$ cat config.mk
export PLATFORM = sky130hd
export DESIGN_NAME = fifo_wr_arbiter
export DESIGN_NICKNAME = d
export VERILOG_FILES = /design/src/rtl/fifo_wr_arbiter.sv
export SDC_FILE = /design/constraint.sdc
export NUM_CORES = 1
export LEC_CHECK = 0
export BUFFER_PORTS_ARGS = -buffer_cell sky130_fd_sc_hd__buf_2
export CORE_MARGIN = 1.5
export CORE_UTILIZATION = 35
export CTS_BUF_LIST = sky130_fd_sc_hd__clkbuf_8
export CTS_CLUSTER_SIZE = 16
export DETAILED_ROUTE_END_ITERATION = 10
export PLACE_DENSITY_LB_ADDON = 0.05
export SLEW_MARGIN = 25
export SYNTH_ARGS = -nofsm -noshare
export SYNTH_HDL_FRONTEND = slang
export SYNTH_SLANG_ARGS = --single-unit
$ cat constraint.sdc
create_clock -name clock -period 4.73 [get_ports clock]
set_input_delay 0.473 -clock clock [delete_from_list [all_inputs] [get_ports clock]]
set_output_delay 0.473 -clock clock [all_outputs]
set_load 0.1 [all_outputs]
$ cat src/rtl/fifo_wr_arbiter.sv
// fifo_wr_arbiter: round-robin write-port arbiter granting bounded bursts into a shared fifo
// Ports:
//   clock, reset      sole clock, synchronous active-high reset
//   req, req_data     per-producer request and word (slice i = [i*DATA_WIDTH +: DATA_WIDTH])
//   fifo_full         fifo backpressure; blocks every grant
//   gnt               one-hot (or zero) combinational grant
//   write_en, data_in fifo write side
//   owner, busy       registered burst owner and OWN-state flag
//   stall_count       saturating count of cycles with a request blocked by fifo_full
module fifo_wr_arbiter #(
  parameter int NUM_REQ    = 4,
  parameter int DATA_WIDTH = 8,
  parameter int MAX_BURST  = 4,
  parameter int CNT_WIDTH  = 16
) (
  input  logic                          clock,
  input  logic                          reset,
  input  logic [NUM_REQ-1:0]            req,
  input  logic [NUM_REQ*DATA_WIDTH-1:0] req_data,
  input  logic                          fifo_full,
  output logic [NUM_REQ-1:0]            gnt,
  output logic                          write_en,
  output logic [DATA_WIDTH-1:0]         data_in,
  output logic [$clog2(NUM_REQ)-1:0]    owner,
  output logic                          busy,
  output logic [CNT_WIDTH-1:0]          stall_count
);
  localparam int IW = $clog2(NUM_REQ);
  localparam int BW = $clog2(MAX_BURST + 1);
  localparam logic [0:0] IDLE = 1'b0;
  localparam logic [0:0] OWN  = 1'b1;
  logic [0:0]    state;
  logic [IW-1:0] rr_ptr, start, win, sel, idx;
  logic [BW-1:0] burst_cnt, burst_nxt;
  logic          keep, found, grant;
  function automatic logic [IW-1:0] nxt(input logic [IW-1:0] i);
    return (int'(i) == NUM_REQ - 1) ? '0 : i + 1'b1;
  endfunction
  assign keep      = (state == OWN) && req[owner];
  assign start     = (state == OWN) ? nxt(owner) : rr_ptr;
  assign sel       = keep ? owner : win;
  assign grant     = !reset && !fifo_full && (keep || found);
  assign burst_nxt = burst_cnt + 1'b1;
  assign busy      = (state == OWN);
  assign write_en  = grant;
  assign gnt       = grant ? NUM_REQ'(1) << sel : '0;
  assign data_in   = grant ? req_data[sel*DATA_WIDTH +: DATA_WIDTH] : '0;
  // descending scan so the closest requester to start is written last and wins
  always_comb begin
    found = 1'b0;
    win   = '0;
    idx   = '0;
    for (int k = NUM_REQ - 1; k >= 0; k--) begin
      idx = IW'((int'(start) + k) % NUM_REQ);
      if (req[idx]) begin
        found = 1'b1;
        win   = idx;
      end
    end
  end
  always_ff @(posedge clock) begin
    if (reset) begin
      state       <= IDLE;
      owner       <= '0;
      burst_cnt   <= '0;
      rr_ptr      <= '0;
      stall_count <= '0;
    end else begin
      if (|req && fifo_full && stall_count != '1) stall_count <= stall_count + 1'b1;
      if (keep) begin
        if (grant && burst_nxt == BW'(MAX_BURST)) begin
          state     <= IDLE;
          rr_ptr    <= nxt(owner);
          owner     <= '0;
          burst_cnt <= '0;
        end else if (grant) begin
          burst_cnt <= burst_nxt;
        end
      end else if (grant && MAX_BURST == 1) begin
        rr_ptr <= nxt(win);
      end else if (grant) begin
        state     <= OWN;
        owner     <= win;
        burst_cnt <= BW'(1);
      end else if (state == OWN) begin
        // owner released with nobody eligible: rotate past it
        state     <= IDLE;
        rr_ptr    <= nxt(owner);
        owner     <= '0;
        burst_cnt <= '0;
      end
    end
  end
endmodule

Word level (Yosys, flattened, before mapping). Cells that the tools add are included.

Word-level logic and storage cells: 76. Input bits: 39. Output and inout port bits: 32. Register bits: 24.

Add/subtract/negate cells: 6. Shifts and indexed selects: 2. Magnitude comparators: 5. Reduce and logical (&&, ||, !) cells: 14. Eq/ne operators: 6. Mux-type cells: 38.

Operators by type and width (number): variable part select 32 x 6 -> 8 bit (1); 2-to-1 mux 2 bit (14); adder 16 x 1 -> 16 bit (second input constant) (1); inequality test 16 bit (second input constant) (1); less-than comparator 2 x 3 -> 1 bit (second input constant) (5); 2-to-1 mux 3 bit (5); 2-to-1 mux 1 bit (12); binary-select mux 1 bit (select 2 bit) (5); 2-to-1 mux 8 bit (1); logical AND 1 bit (6); AND reduction 2 bit (3); adder 2 x 1 -> 2 bit (second input constant) (2); adder 2 bit (second input constant) (2); 2-to-1 mux 4 bit (1); OR reduction 4 bit (1); << shifter 1 x 2 -> 4 bit (first input constant) (1); adder 3 x 1 -> 3 bit (second input constant) (1); == test 3 bit (second input constant) (1); inequality test 3 x 1 -> 1 bit (second input constant) (1); nonzero test 3 bit (1); == test 2 x 1 -> 1 bit (second input constant) (1); logical NOT 1 bit (2); inequality test 2 x 1 -> 1 bit (second input constant) (1); inequality test 2 bit (second input constant) (1); logical OR 1 bit (1).

Depth between registers and ports, before layout. Gate-level depths: netlist of run 1.

Depth after elaboration: 15. Gate-level depth with buffers: 9. Gate-level depth less buffers: 6.

Worst setup path after synthesis of run 1. Ideal clock, no wire load.

Kind: input port to output port. Start point: input req[1]. End point: output data_in[6]. Arrival: 4.171 ns. Cell stages on the path: 9. Slack: 0.086 ns. Path buffers: 3. Data required time: 4.257 ns. Cells stage by stage: buf_2 -> nor4_1 -> or3_1 -> clkbuf_1 -> inv_2 -> clkbuf_1 -> nand2_1 -> nor2_2 -> a221o_1.

Word-level cells in the longest chain between the ends: 9. Elaborated cells on any way between the ends: 24.

RTL lines: start, declared (RTL line 18) `input logic [NUM_REQ-1:0] req,`; binary-select mux 1 bit (select 2 bit) (RTL line 55) `if (req[idx]) begin`; 2-to-1 mux 1 bit (implied by the code) (RTL line 55); 2-to-1 mux 1 bit (4 in series) (RTL line 55); logical OR 1 bit * (RTL line 42) `assign grant = !reset && !fifo_full && (keep || found);`; logical AND 1 bit * (RTL line 42); net write_en (RTL line 22) `output logic write_en,`; 2-to-1 mux 8 bit * (RTL line 47) `assign data_in = grant ? req_data[sel*DATA_WIDTH +: DATA_WIDTH] : '0;`; end, declared (RTL line 23) `output logic [DATA_WIDTH-1:0] data_in,`.

Mark *: on every way through the listed nets, which the timed path passes. The rest lies on a longest branch. The select of a mux whose other input is x is not followed.

Worst setup path in the final report of run 1.
Start point: register owner[0]. End point: output data_in[4].

Word-level cells in the longest chain between the ends: 13. Elaborated cells on any way between the ends: 31.

RTL lines: start, declared (RTL line 24) `output logic [$clog2(NUM_REQ)-1:0] owner,`; start signal, assigned (RTL line 83) `owner <= win;`; adder 2 x 1 -> 2 bit / == test 2 x 1 -> 1 bit (equally long branches) (RTL line 37) `return (int'(i) == NUM_REQ - 1) ? '0 : i + 1'b1;`; 2-to-1 mux 2 bit (RTL line 37); 2-to-1 mux 2 bit; adder 2 bit (RTL line 54) `idx = IW'((int'(start) + k) % NUM_REQ);`; binary-select mux 1 bit (select 2 bit) (RTL line 55); 2-to-1 mux 1 bit (implied by the code) (RTL line 55); 2-to-1 mux 2 bit / 2-to-1 mux 1 bit (equally long branches) (4 in series) (RTL line 55); 2-to-1 mux 2 bit / logical OR 1 bit (equally long branches) (RTL line 41, 42); variable part select 32 x 6 -> 8 bit / logical AND 1 bit (equally long branches) (RTL line 47, 42); 2-to-1 mux 8 bit * (RTL line 47).

Mark *: on every way between the ends. The rest lies on a longest branch, timed or not. The select of a mux whose other input is x is not followed.

==> qor.log, run 1 <==
qor: setup_path.timing.rr.start owner[0]$_SDFFE_PP0P_
qor: global_routing.grt_first_pass_wirelength 9520 microns
qor: timing.final.min_clock_period 3.67 ns
qor: die.core 5470 sq um
qor: setup_path.r2r_setup_slack 2.29 ns
qor: detailed_routing.avgViaCountPerCell 5.66
qor: hold_path.whs_endpoint burst_cnt[2]$_SDFFE_PP0P_
qor: job.max_cap_violations 0
qor: setup_path.cp.arrival 3.19 ns
qor: global_routing.number_of_antenna_violations_at_the_first_check_in_global_routing 0
qor: pwr.p_total 0.567 mW
qor: setup_path.critPathLaunchType flop
qor: finish.insertedDiodeCount 0
qor: cts.cts_hold_repair.buffers 0
qor: die.design.die.area 6100 sq um
qor: setup_path.max_stage_delay 0.73 ns
qor: setup_path.critical_path_class reg -> out
qor: timing.period_share 77.5%
qor: global_routing.global_route.usage.met1 24.9%
qor: finish.filler_free_cell_count_of_the_finished_design 377
qor: run_status.outcome completed
qor: pwr.switching_share 42.4%
qor: logic_synthesis.yosys_synthesis_warning_count 0
qor: global_routing.grt_most_used_layer met2
qor: timing.max_slew_margin_vs_limit 36.6%
qor: setup_path.crit-reg2reg-capture owner[0]$_SDFFE_PP0P_
qor: hold_path.min_path_cells 2
qor: setup_path.crit_path_max_fanout 17
qor: setup_path.critPathBufInv 1
qor: timing.final_number_of_max_transition_violations 0
qor: cts.clk_pin_slew_worst_paths 0.08 ns
qor: detailed_routing.route.vias.total 2,132
qor: cts.cts_made_buffers 3
qor: pwr.power_dissipated_by_switching_net_loads 0.240 mW
qor: timing.timing.setup.tns 0 ns
qor: setup_path.cp_data_required_time 4.26 ns
qor: logic_synthesis.avgSynthCellArea 7.77 sq um
qor: detailed_routing.route.detailed.drc 0
qor: global_routing.grt_max_degree 27
qor: logic_synthesis.synth_seq_cells 24
qor: logic_synthesis.synth-seq-area-share 24.3%
qor: finish.drive_above_1_share 26.6%
qor: timing.final_number_of_setup_violating_endpoints 0
qor: cts.worst_skew_pair.late_latency 0.26 ns
qor: hold_path.timing.hold.worst.start burst_cnt[2]$_SDFFE_PP0P_
qor: place.buffer_ports.inserted 70
qor: timing.final-hold-violation-count 0
qor: setup_path.critPathSlowestCell nor2_1
qor: pwr.p_comb_share 40.1%
qor: timing.worst_pin_slew 0.947 ns
qor: hold_path.min-delay-path-class reg -> reg
qor: cts.cts_root_buf clkbuf_8
qor: timing.timing.fmax 273 MHz
qor: setup_path.r2r_cells 4
qor: cts.tritoncts_num_sinks 24
qor: pwr.share_clk_of_total_power 21.1%
qor: die.start_util 36.1%
qor: cts.h_tree_levels 1
qor: place.dpl.hpwl 4060 microns
qor: detailed_routing.wl_per_cell 14.9 microns
qor: timing.clock_tree_skew_after_final_layout 0.00386 ns
qor: finish.postLayoutCoreUtil 43.6%
qor: setup_path.path_delay_family simple AND/OR/NAND/NOR gates
qor: die.die_y 78.1 microns
qor: place.place_area 2330 sq um
qor: finish.layout.cell_area.non_filler 2380 sq um
qor: detailed_routing.first_iter_violations 158
qor: logic_synthesis.synth_enable_flop_cells 0
qor: cts.max-clock-path-buffers 2
qor: logic_synthesis.synth_cell_type_count 51
qor: detailed_routing.ant_nets 0
qor: pwr.p_int 0.327 mW
qor: cts.post_cts.resized_instances 0
qor: detailed_routing.routed_wl 5630 microns
qor: detailed_routing.dr.pass1.iters 4
qor: logic_synthesis.synth_flop_cell dfxtp_1
qor: global_routing.overflow_left_after_global_routing 0
qor: pwr.cellLeakagePower 1.06 nW
qor: finish.flow.area_growth_from_synthesis 20.8%
qor: setup_path.endpoint_kind output pin
qor: cts.post_cts_buffers 0
qor: place.gpl_wtd_cong 0.751
qor: global_routing.grt.met2_usage 31.6%
qor: die.die_w 78.1 microns
qor: logic_synthesis.syn_inst 254
qor: setup_path.cp_cell_sequence mux4_2 -> and2_1 -> nor2_1 -> and3_1 -> a211o_1 -> buf_2
qor: logic_synthesis.netlist_area 1970 sq um
qor: timing.rsz0062_at_grt no
qor: pwr.power.share.sequential 38.7%
qor: die.core.rowCount 27
qor: cts.clock_tree_from_tritoncts yes
qor: pwr.powerDensity 238 nW/um^2
qor: global_routing.grt.met3_usage 2.09%
qor: logic_synthesis.synthesized_nets 297
qor: place.dp_cells 374
qor: global_routing.grt.total_usage 18.7%
qor: finish.layout.nets 350
qor: logic_synthesis.async_flop_share 0%
qor: global_routing.vias_in_the_first_global_route 1,956
qor: pwr.worst_ir_drop_vdd 0.000149 V
qor: die.pin_count 71
-- cells in the final DEF, fill, tap and decap left out, types with 4 or more instances in the layout --
cell / netlist / routed
and4_1: 5 / 5
a2111oi_0: 6 / 6
a211o_1: 7 / 7
nand2_1: 13 / 13
inv_1: 6 / 6
a22o_1: 17 / 17
and2_1: 4 / 4
buf_2: 6 / 70
and3_1: 8 / 8
a211oi_1: 6 / 6
o21ai_0: 4 / 4
nand4_1: 4 / 4
ha_1: 4 / 4
a21oi_1: 19 / 19
dfxtp_1: 24 / 24
nand3_1: 13 / 13
xnor2_1: 12 / 12
nor2_1: 28 / 28
o22ai_1: 8 / 8
-- power groups by stage --
stage | sequential (mW) | combinational [mW] | clock, mW
finish | 0.220 | 0.228 | 0.120
global route | 0.221 | 0.242 | 0.135
CTS | 0.220 | 0.226 | 0.128
detailed placement | 0.224 | 0.226 | 0
global placement | 0.225 | 0.227 | 0
floorplan | 0.250 | 0.153 | 0
-- synthesized netlist by cell type, types with 5 or more instances --
library cell	number	area, sq um
dfxtp_1	24	480
and4_1	5	43.8
buf_2	6	30.0
a211oi_1	6	45.0
xnor2_1	12	105
a21oi_1	19	95.1
inv_1	6	22.5
and3_1	8	50.1
o22ai_1	8	50.1
clkbuf_1	16	60.1
nor2_1	28	105
a22o_1	17	149
nand2_1	13	48.8
a2111oi_0	6	52.6
nand3_1	13	65.1
a211o_1	7	61.3
-- metrics by stage --
stage	hold slack (ns)	worst slack (ns)
2_1_floorplan	0.445	0.0861
3_3_place_gp	0.457	1.28
3_5_place_dp	0.466	1.26
4_1_cts	0.478	1.08
5_1_grt	0.518	0.861
6_report	0.478	1.06
-- cells by family (layout without fill, tap and decap cells) --
kind of cell | after synthesis | after routing | synth area share [%]
AND/OR/NAND/NOR | 93 | 93 | 25.1
adder cells (fa/ha/maj) | 4 | 4 | 2.53
XOR/XNOR | 15 | 15 | 6.65
flip-flops | 24 | 24 | 24.3
AO/OA/AOI/OAI | 83 | 83 | 31.6
buffers and inverters | 29 | 80 | 5.89
multiplexers | 6 | 6 | 3.93
-- metal layers --
layer | vias up | wire, microns
met1 | 992 | 2630
met4 | 0 | 56
li1 | 1069 | -
met5 | - | 0
met2 | 67 | 2650
met3 | 4 | 291
-- tightest hold or removal path, stage by stage (launching register included) --
cell and delay [ns]:
dfxtp_1 0.32, nand2_1 0.05, a21oi_1 0.06
-- sequential cells by signal, summed over array words and instances, names as in the netlist --
| signal | flops |
|---|---|
| burst_cnt | 3 |
| stall_count | 16 |
| rr_ptr | 2 |
| busy | 1 |
| owner | 2 |
-- final cells by class --
cell class	instances	area, sq um
Clock buffer	3	41.3
Fill cell	606	3090
Inverter	7	26.3
Multi-Input combinational cell	201	1400
Sequential cell	24	480
Tap cell	72	90.1
Timing Repair Buffer	70	350
-- how the worst max path moves through the flow --
stage	start	to	slack, ns	cells after the start
after floorplan	req[1]	data_in[6]	0.09	9
after global placement	reset	data_in[6]	1.28	6
after detailed placement	reset	data_in[6]	1.26	6
after CTS	owner[0]$_SDFFE_PP0P_	data_in[4]	1.08	6
after global routing	owner[0]$_SDFFE_PP0P_	data_in[5]	0.86	6
final	owner[0]$_SDFFE_PP0P_	data_in[4]	1.06	6
Note: power is estimated with default switching activity, not from simulation.
==> inputs of run 2 (changes only) <==
Clock period 4.73 ns to 3.1 ns, I/O delays scaled along.
==> qor.log, run 2 (same netlist as run 1, synthesis figures left out) <==
qor: timing.timing.fmax 334 MHz
qor: place.dpl.hpwl 4220 microns [was 4060 microns]
qor: timing.hold-worst-slack 0.425 ns [was 0.478 ns]
qor: timing.clock_tree_skew_after_final_layout 0.00625 ns [was 0.00386 ns]
qor: cts.tritoncts_num_sinks 24 [unchanged]
qor: pwr.worst_ir_drop_vdd 0.000220 V [was 0.000149 V]
qor: detailed_routing.routed_wl 5950 microns [was 5630 microns]
qor: detailed_routing.dr.pass1.iters 4 [unchanged]
qor: die.start_util 36.1% [unchanged]
qor: timing.period_share 96.6%
qor: setup_path.critPathLaunchType flop [unchanged]
qor: pwr.powerDensity 390 nW/um^2 [was 238 nW/um^2]
qor: timing.setup_slack 0.106 ns [was 1.06 ns]
qor: finish.layout.cells.most_common buf_2 [unchanged]
qor: timing.final_number_of_setup_violating_endpoints 0 [unchanged]
qor: detailed_routing.route.detailed.drc 0 [unchanged]
qor: run_status.outcome completed [unchanged]
qor: cts.clock_tree_from_tritoncts yes [unchanged]
qor: setup_path.cp.arrival 2.68 ns [was 3.19 ns]
qor: timing.timing.setup.tns 0 ns [unchanged]
qor: cts.worst_skew_pair.late_latency 0.27 ns [was 0.26 ns]
qor: finish.postLayoutCoreUtil 48.1% [was 43.6%]
qor: place.gpl_wtd_cong 0.750 [was 0.751]
qor: pwr.cellLeakagePower 1.14 nW [was 1.06 nW]
qor: finish.layout.cells.most_common_list buf_2, nor2_1, dfxtp_1, a21oi_1, a22o_1 [unchanged]
qor: detailed_routing.ant_nets 0 [unchanged]
qor: finish.top_reg_by_flops stall_count [unchanged]
qor: timing.final-hold-violation-count 0 [unchanged]
qor: cts.cts_root_buf clkbuf_8 [unchanged]
qor: cts.clk_pin_slew_worst_paths 0.09 ns [was 0.08 ns]
qor: cts.cts_made_buffers 3 [unchanged]
qor: job.max_cap_violations 0 [unchanged]
qor: finish.biggestRegsByFlops stall_count x16, burst_cnt x3 [unchanged]
qor: cts.max-clock-path-buffers 2 [unchanged]
qor: timing.max_slew_margin_vs_limit 50.0% [was 36.6%]
qor: timing.worst_pin_slew 0.746 ns [was 0.947 ns]
qor: global_routing.grt.total_usage 19.3% [was 18.7%]
qor: detailed_routing.wl_per_cell 15.4 microns [was 14.9 microns]
qor: global_routing.grt_max_degree 26 [was 27]
qor: timing.rsz0062_at_grt no [unchanged]
qor: die.die_y 78.1 microns [unchanged]
qor: finish.filler_free_cell_count_of_the_finished_design 387 [was 377]
qor: finish.layout.nets 359 [was 350]
qor: finish.largest_reg_flops 16 [unchanged]
qor: hold_path.min-delay-path-class in -> reg [was reg -> reg]
qor: setup_path.cp_data_required_time 2.79 ns [was 4.26 ns]
qor: die.die_w 78.1 microns [unchanged]
qor: global_routing.grt_first_pass_wirelength 9710 microns [was 9520 microns]
qor: place.dp_cells 379 [was 374]
qor: cts.h_tree_levels 1 [unchanged]
qor: setup_path.critical_path_class reg -> out [unchanged]
qor: finish.flow.area_growth_from_synthesis 33.5% [was 20.8%]
qor: die.core.rowCount 27 [unchanged]
qor: setup_path.endpoint_kind output pin [unchanged]
qor: detailed_routing.route.vias.total 2,163 [was 2,132]
qor: timing.final_number_of_max_transition_violations 0 [unchanged]
qor: finish.insertedDiodeCount 0 [unchanged]
qor: cts.cts_hold_repair.buffers 0 [unchanged]
qor: die.core 5470 sq um [unchanged]
qor: global_routing.overflow_left_after_global_routing 0 [unchanged]
qor: global_routing.number_of_antenna_violations_at_the_first_check_in_global_routing 0 [unchanged]
qor: detailed_routing.first_iter_violations 124 [was 158]
qor: detailed_routing.avgViaCountPerCell 5.59 [was 5.66]
qor: global_routing.vias_in_the_first_global_route 1,952 [was 1,956]
qor: die.design.die.area 6100 sq um [unchanged]
qor: place.buffer_ports.inserted 70 [unchanged]
qor: die.pin_count 71 [unchanged]
qor: setup_path.crit_path_max_fanout 10 [was 17]
qor: finish.drive_above_1_share 31.7% [was 26.6%]
qor: timing.final.min_clock_period 2.99 ns
qor: place.dpl_ws 0.267 ns [was 1.26 ns]
## run 2: metrics by stage
step	instance area, sq um	power, mW
6_report	2640	1.03
5_1_grt	2640	1.07
4_1_cts	2600	1.02
3_5_place_dp	2520	0.738
3_3_place_gp	2520	0.738
2_1_floorplan	2000	0.621
## run 2: layout make-up
| cell class | instances | area (sq um) |
|---|---|---|
| timing repair buffer | 79 | 543 |
| clock buffer | 3 | 41.3 |
| clock inverter | 1 | 30.0 |
| tap | 72 | 90.1 |
| sequential | 24 | 484 |
| fill | 579 | 2840 |
| inverter | 7 | 26.3 |
| multi-input combinational | 201 | 1420 |
## run 2: metal layers
metal	global-route usage (%)	wire length, microns
met1	25.3	2780
met4	3.75	31
met3	2.56	293
met2	33.9	2850
met5	0	0
## run 2: final timing paths
check	depth (start not counted)	slack [ns]	start	to
max	7	0.11	owner[0]$_SDFFE_PP0P_	data_in[6]
min	4	0.42	fifo_full	burst_cnt[2]$_SDFFE_PP0P_
min reg2reg	2	0.47	burst_cnt[2]$_SDFFE_PP0P_	burst_cnt[2]$_SDFFE_PP0P_
max reg2reg	5	1.03	owner[0]$_SDFFE_PP0P_	rr_ptr[0]$_SDFFE_PP0P_
## run 2: power by group
| group | switching [mW] | leakage [nW] | internal (mW) |
|---|---|---|---|
| clock | 0.107 | 0.0357 | 0.173 |
| combinational | 0.270 | 0.911 | 0.142 |
| sequential | 0.0166 | 0.196 | 0.319 |
## run 2: repair_timing
| item | in CTS | in global routing |
|---|---|---|
| pin swaps | 1 | 1 |
| setup buffers | 0 | 4 |
| endpoints found under the setup margin | 2 | 10 |
| gates resized for setup | 1 | 3 |
## run 2: critical path, stage by stage, from the launching register on
cell and delay [ns]:
dfxtp_2 0.38, ha_1 0.38, mux2i_4 0.25, nor3_1 0.13
o31a_2 0.45, a22o_1 0.21, a221o_4 0.44, buf_12 0.17
==> inputs of run 3 (changes only) <==
Settings changed: ABC_AREA set to 1, CORE_UTILIZATION 35 to 46, RECOVER_POWER set to 100.
==> qor.log, run 3 <==
qor: setup_path.critical_path_class reg -> out [unchanged]
qor: cts.clock_tree_from_tritoncts yes [unchanged]
qor: detailed_routing.ant_nets 0 [unchanged]
qor: detailed_routing.first_iter_violations 101 [was 124]
qor: finish.layout.nets 430 [was 359]
qor: detailed_routing.avgViaCountPerCell 5.17 [was 5.59]
qor: finish.largest_reg_flops 16 [unchanged]
qor: logic_synthesis.netlist_area 1890 sq um [was 1970 sq um]
qor: finish.postLayoutCoreUtil 66.0% [was 48.1%]
qor: setup_path.cp_cell_sequence ha_2 -> inv_1 -> nand2_1 -> nand2_2 -> nand3_1 -> nand2_1 -> nand2_2 -> nand2_1 -> nand2_1 -> nand3_2 -> nand3_4 -> nand2_8 -> inv_2 -> nor3_4 -> buf_2 [was ha_1 -> mux2i_4 -> nor3_1 -> o31a_2 -> a22o_1 -> a221o_4 -> buf_12]
qor: die.die_y 67.1 microns [was 78.1 microns]
qor: timing.timing.fmax 346 MHz [was 334 MHz]
qor: place.dpl_ws 0.196 ns [was 0.267 ns]
qor: logic_synthesis.synth_enable_flop_cells 0 [unchanged]
qor: cts.cts_root_buf clkbuf_8 [unchanged]
qor: timing.final-hold-violation-count 0 [unchanged]
qor: timing.final.min_clock_period 2.89 ns [was 2.99 ns]
qor: logic_synthesis.synth_area_leader_cell dfxtp_1 [unchanged]
qor: die.core.rowCount 23 [was 27]
qor: logic_synthesis.synth_seq_cells 24 [unchanged]
qor: setup_path.timing.critical_path.mode_cell nand2_1
qor: timing.final_number_of_max_transition_violations 0 [unchanged]
qor: die.start_util 47.6% [was 36.1%]
qor: run_status.outcome completed [unchanged]
qor: finish.layout.cells.most_common_list nand2_1, nand3_1, buf_2, inv_1 [was buf_2, nor2_1, dfxtp_1, a21oi_1, a22o_1]
qor: setup_path.crit_path_max_fanout 11 [was 10]
qor: global_routing.overflow_left_after_global_routing 0 [unchanged]
qor: pwr.cellLeakagePower 1.25 nW [was 1.14 nW]
qor: timing.worst_pin_slew 1.18 ns [was 0.746 ns]
qor: finish.drive_above_1_share 27.7% [was 31.7%]
qor: setup_path.path_delay_family simple AND/OR/NAND/NOR gates [was compound AO/OA/AOI/OAI gates]
qor: logic_synthesis.synthesized_nets 357 [was 297]
qor: place.gpl_wtd_cong 0.811 [was 0.750]
qor: logic_synthesis.synth_top_cell_area_share 25.4% [was 24.3%]
qor: logic_synthesis.synth_area_leaders dfxtp_1, nand2_1, nand3_1, inv_1, a21oi_1 [was dfxtp_1, a22o_1, nor2_1, xnor2_1, a21oi_1]
qor: place.buffer_ports.inserted 70 [unchanged]
qor: logic_synthesis.synth.cells.most_frequent nand2_1, nand3_1, inv_1 [was nor2_1, dfxtp_1, a21oi_1]
qor: die.pin_count 71 [unchanged]
qor: finish.insertedDiodeCount 0 [unchanged]
qor: timing.period_share 93.3% [was 96.6%]
qor: cts.clk_pin_slew_worst_paths 0.08 ns [was 0.09 ns]
qor: timing.clock_tree_skew_after_final_layout 0.00557 ns [was 0.00625 ns]
qor: logic_synthesis.synth-seq-area-share 25.4% [was 24.3%]
qor: setup_path.cp_data_required_time 2.79 ns [about the same]
qor: global_routing.grt_first_pass_wirelength 8090 microns [was 9710 microns]
qor: pwr.powerDensity 530 nW/um^2 [was 390 nW/um^2]
qor: setup_path.critPathLaunchType flop [unchanged]
qor: logic_synthesis.yosys_synthesis_warning_count 0 [unchanged]
qor: die.die_w 67.1 microns [was 78.1 microns]
qor: finish.biggestRegsByFlops stall_count x16, burst_cnt x3 [unchanged]
qor: cts.worst_skew_pair.late_latency 0.26 ns [was 0.27 ns]
qor: global_routing.grt_max_degree 17 [was 26]
qor: finish.layout.cells.most_common nand2_1 [was buf_2]
qor: global_routing.grt.total_usage 22.5% [was 19.3%]
qor: timing.max_slew_margin_vs_limit 21.3% [was 50.0%]
qor: setup_path.max_stage_delay 0.44 ns [was 0.45 ns]
qor: logic_synthesis.syn_inst 314 [was 254]
qor: hold_path.min-delay-path-class in -> reg [unchanged]
qor: logic_synthesis.synth_flop_cell dfxtp_1 [unchanged]
qor: detailed_routing.wl_per_cell 11.6 microns [was 15.4 microns]
qor: logic_synthesis.synth_cell_type_count 29 [was 51]
qor: cts.max-clock-path-buffers 2 [unchanged]
qor: finish.flow.area_growth_from_synthesis 38.5% [was 33.5%]
qor: job.max_cap_violations 0 [unchanged]
qor: pwr.p_total 1.39 mW [was 1.03 mW]
qor: setup_path.endpoint_kind output pin [unchanged]
qor: pwr.worst_ir_drop_vdd 0.000308 V [was 0.000220 V]
qor: die.design.die.area 4510 sq um [was 6100 sq um]
qor: setup_path.cp.arrival 2.58 ns [was 2.68 ns]
qor: global_routing.vias_in_the_first_global_route 1,895 [was 1,952]
qor: cts.tritoncts_num_sinks 24 [unchanged]
qor: place.dpl.hpwl 3900 microns [was 4220 microns]
qor: logic_synthesis.avgSynthCellArea 6.02 sq um [was 7.77 sq um]
qor: detailed_routing.route.detailed.drc 0 [unchanged]
qor: timing.final_number_of_setup_violating_endpoints 0 [unchanged]
qor: logic_synthesis.async_flop_share 0% [unchanged]
qor: cts.h_tree_levels 1 [unchanged]
qor: global_routing.number_of_antenna_violations_at_the_first_check_in_global_routing 0 [unchanged]
qor: timing.setup_slack 0.207 ns [was 0.106 ns]
qor: detailed_routing.route.vias.total 2,256 [was 2,163]
qor: cts.cts_made_buffers 3 [unchanged]
qor: finish.filler_free_cell_count_of_the_finished_design 436 [was 387]
qor: finish.top_reg_by_flops stall_count [unchanged]
qor: cts.cts_hold_repair.buffers 0 [unchanged]
qor: detailed_routing.routed_wl 5070 microns [was 5950 microns]
qor: die.core 3970 sq um [was 5470 sq um]
qor: place.dp_cells 430 [was 379]
qor: setup_path.critPathBufInv 3 [was 1]
qor: setup_path.critPathSlowestCell buf_2 [was o31a_2]
qor: detailed_routing.dr.pass1.iters 4 [unchanged]
qor: logic_synthesis.post-synth-top-count-cell nand2_1 [was nor2_1]
[run 3: area by class of cell]
cell class / instances / area (sq um)
sequential: 24 / 489
tap: 50 / 62.6
fill: 380 / 1350
multi-input combinational: 243 / 1350
inverter: 38 / 146
clock buffer: 4 / 55.1
timing repair buffer: 77 / 513
[run 3: report_power, final]
group	switching [mW]	internal (mW)
logic	0.582	0.263
clock network	0.0951	0.113
registers	0.0152	0.319
total	0.692	0.696
[run 3: metal layers]
layer / part of all wire [%] / up-vias / GRT usage, %
li1: - / 1178 / -
met1: 44 / 1018 / 28.4
met2: 50 / 52 / 39.9
met3: 3.8 / 8 / 2.00
met4: 1.5 / 0 / 8.16
met5: 0 / - / 0
[run 3: repair_timing]
action / 4_1_cts / 5_1_grt
buffers inserted: 0 / 2
endpoints found under the setup margin: 6 / 12
gates resized for setup: 6 / 21
pin swaps: 0 / 1
[run 3: per-stage QoR]
step	hold slack, ns	area [sq um]	TNS, ns
after global routing	0.371	2620	-0.0232
after floorplan	0.444	2010	0
after detailed placement	0.470	2460	0
after CTS	0.336	2530	0
after global placement	0.455	2460	0
final	0.342	2620	0
[run 3: kinds of logic after synthesis]
family	after synthesis	share of synthesized area, %
flops	24	25.4
compound gates	51	15.2
buf+inv	47	10.6
simple gates	187	45.6
xor+xnor	1	0.463
fa+ha+maj	4	2.65
[run 3: final timing paths]
kind	startpoint	cells after the start	slack, ns	endpoint
worst max-delay path	owner[0]$_SDFFE_PP0P_	15	0.21	gnt[1]
worst min-delay path	reset	2	0.34	owner[0]$_SDFFE_PP0P_
worst max register to register	stall_count[7]$_SDFFE_PP0P_	13	1.09	stall_count[15]$_SDFFE_PP0P_
worst min register to register	rr_ptr[1]$_SDFFE_PP0P_	2	0.48	rr_ptr[1]$_SDFFE_PP0P_
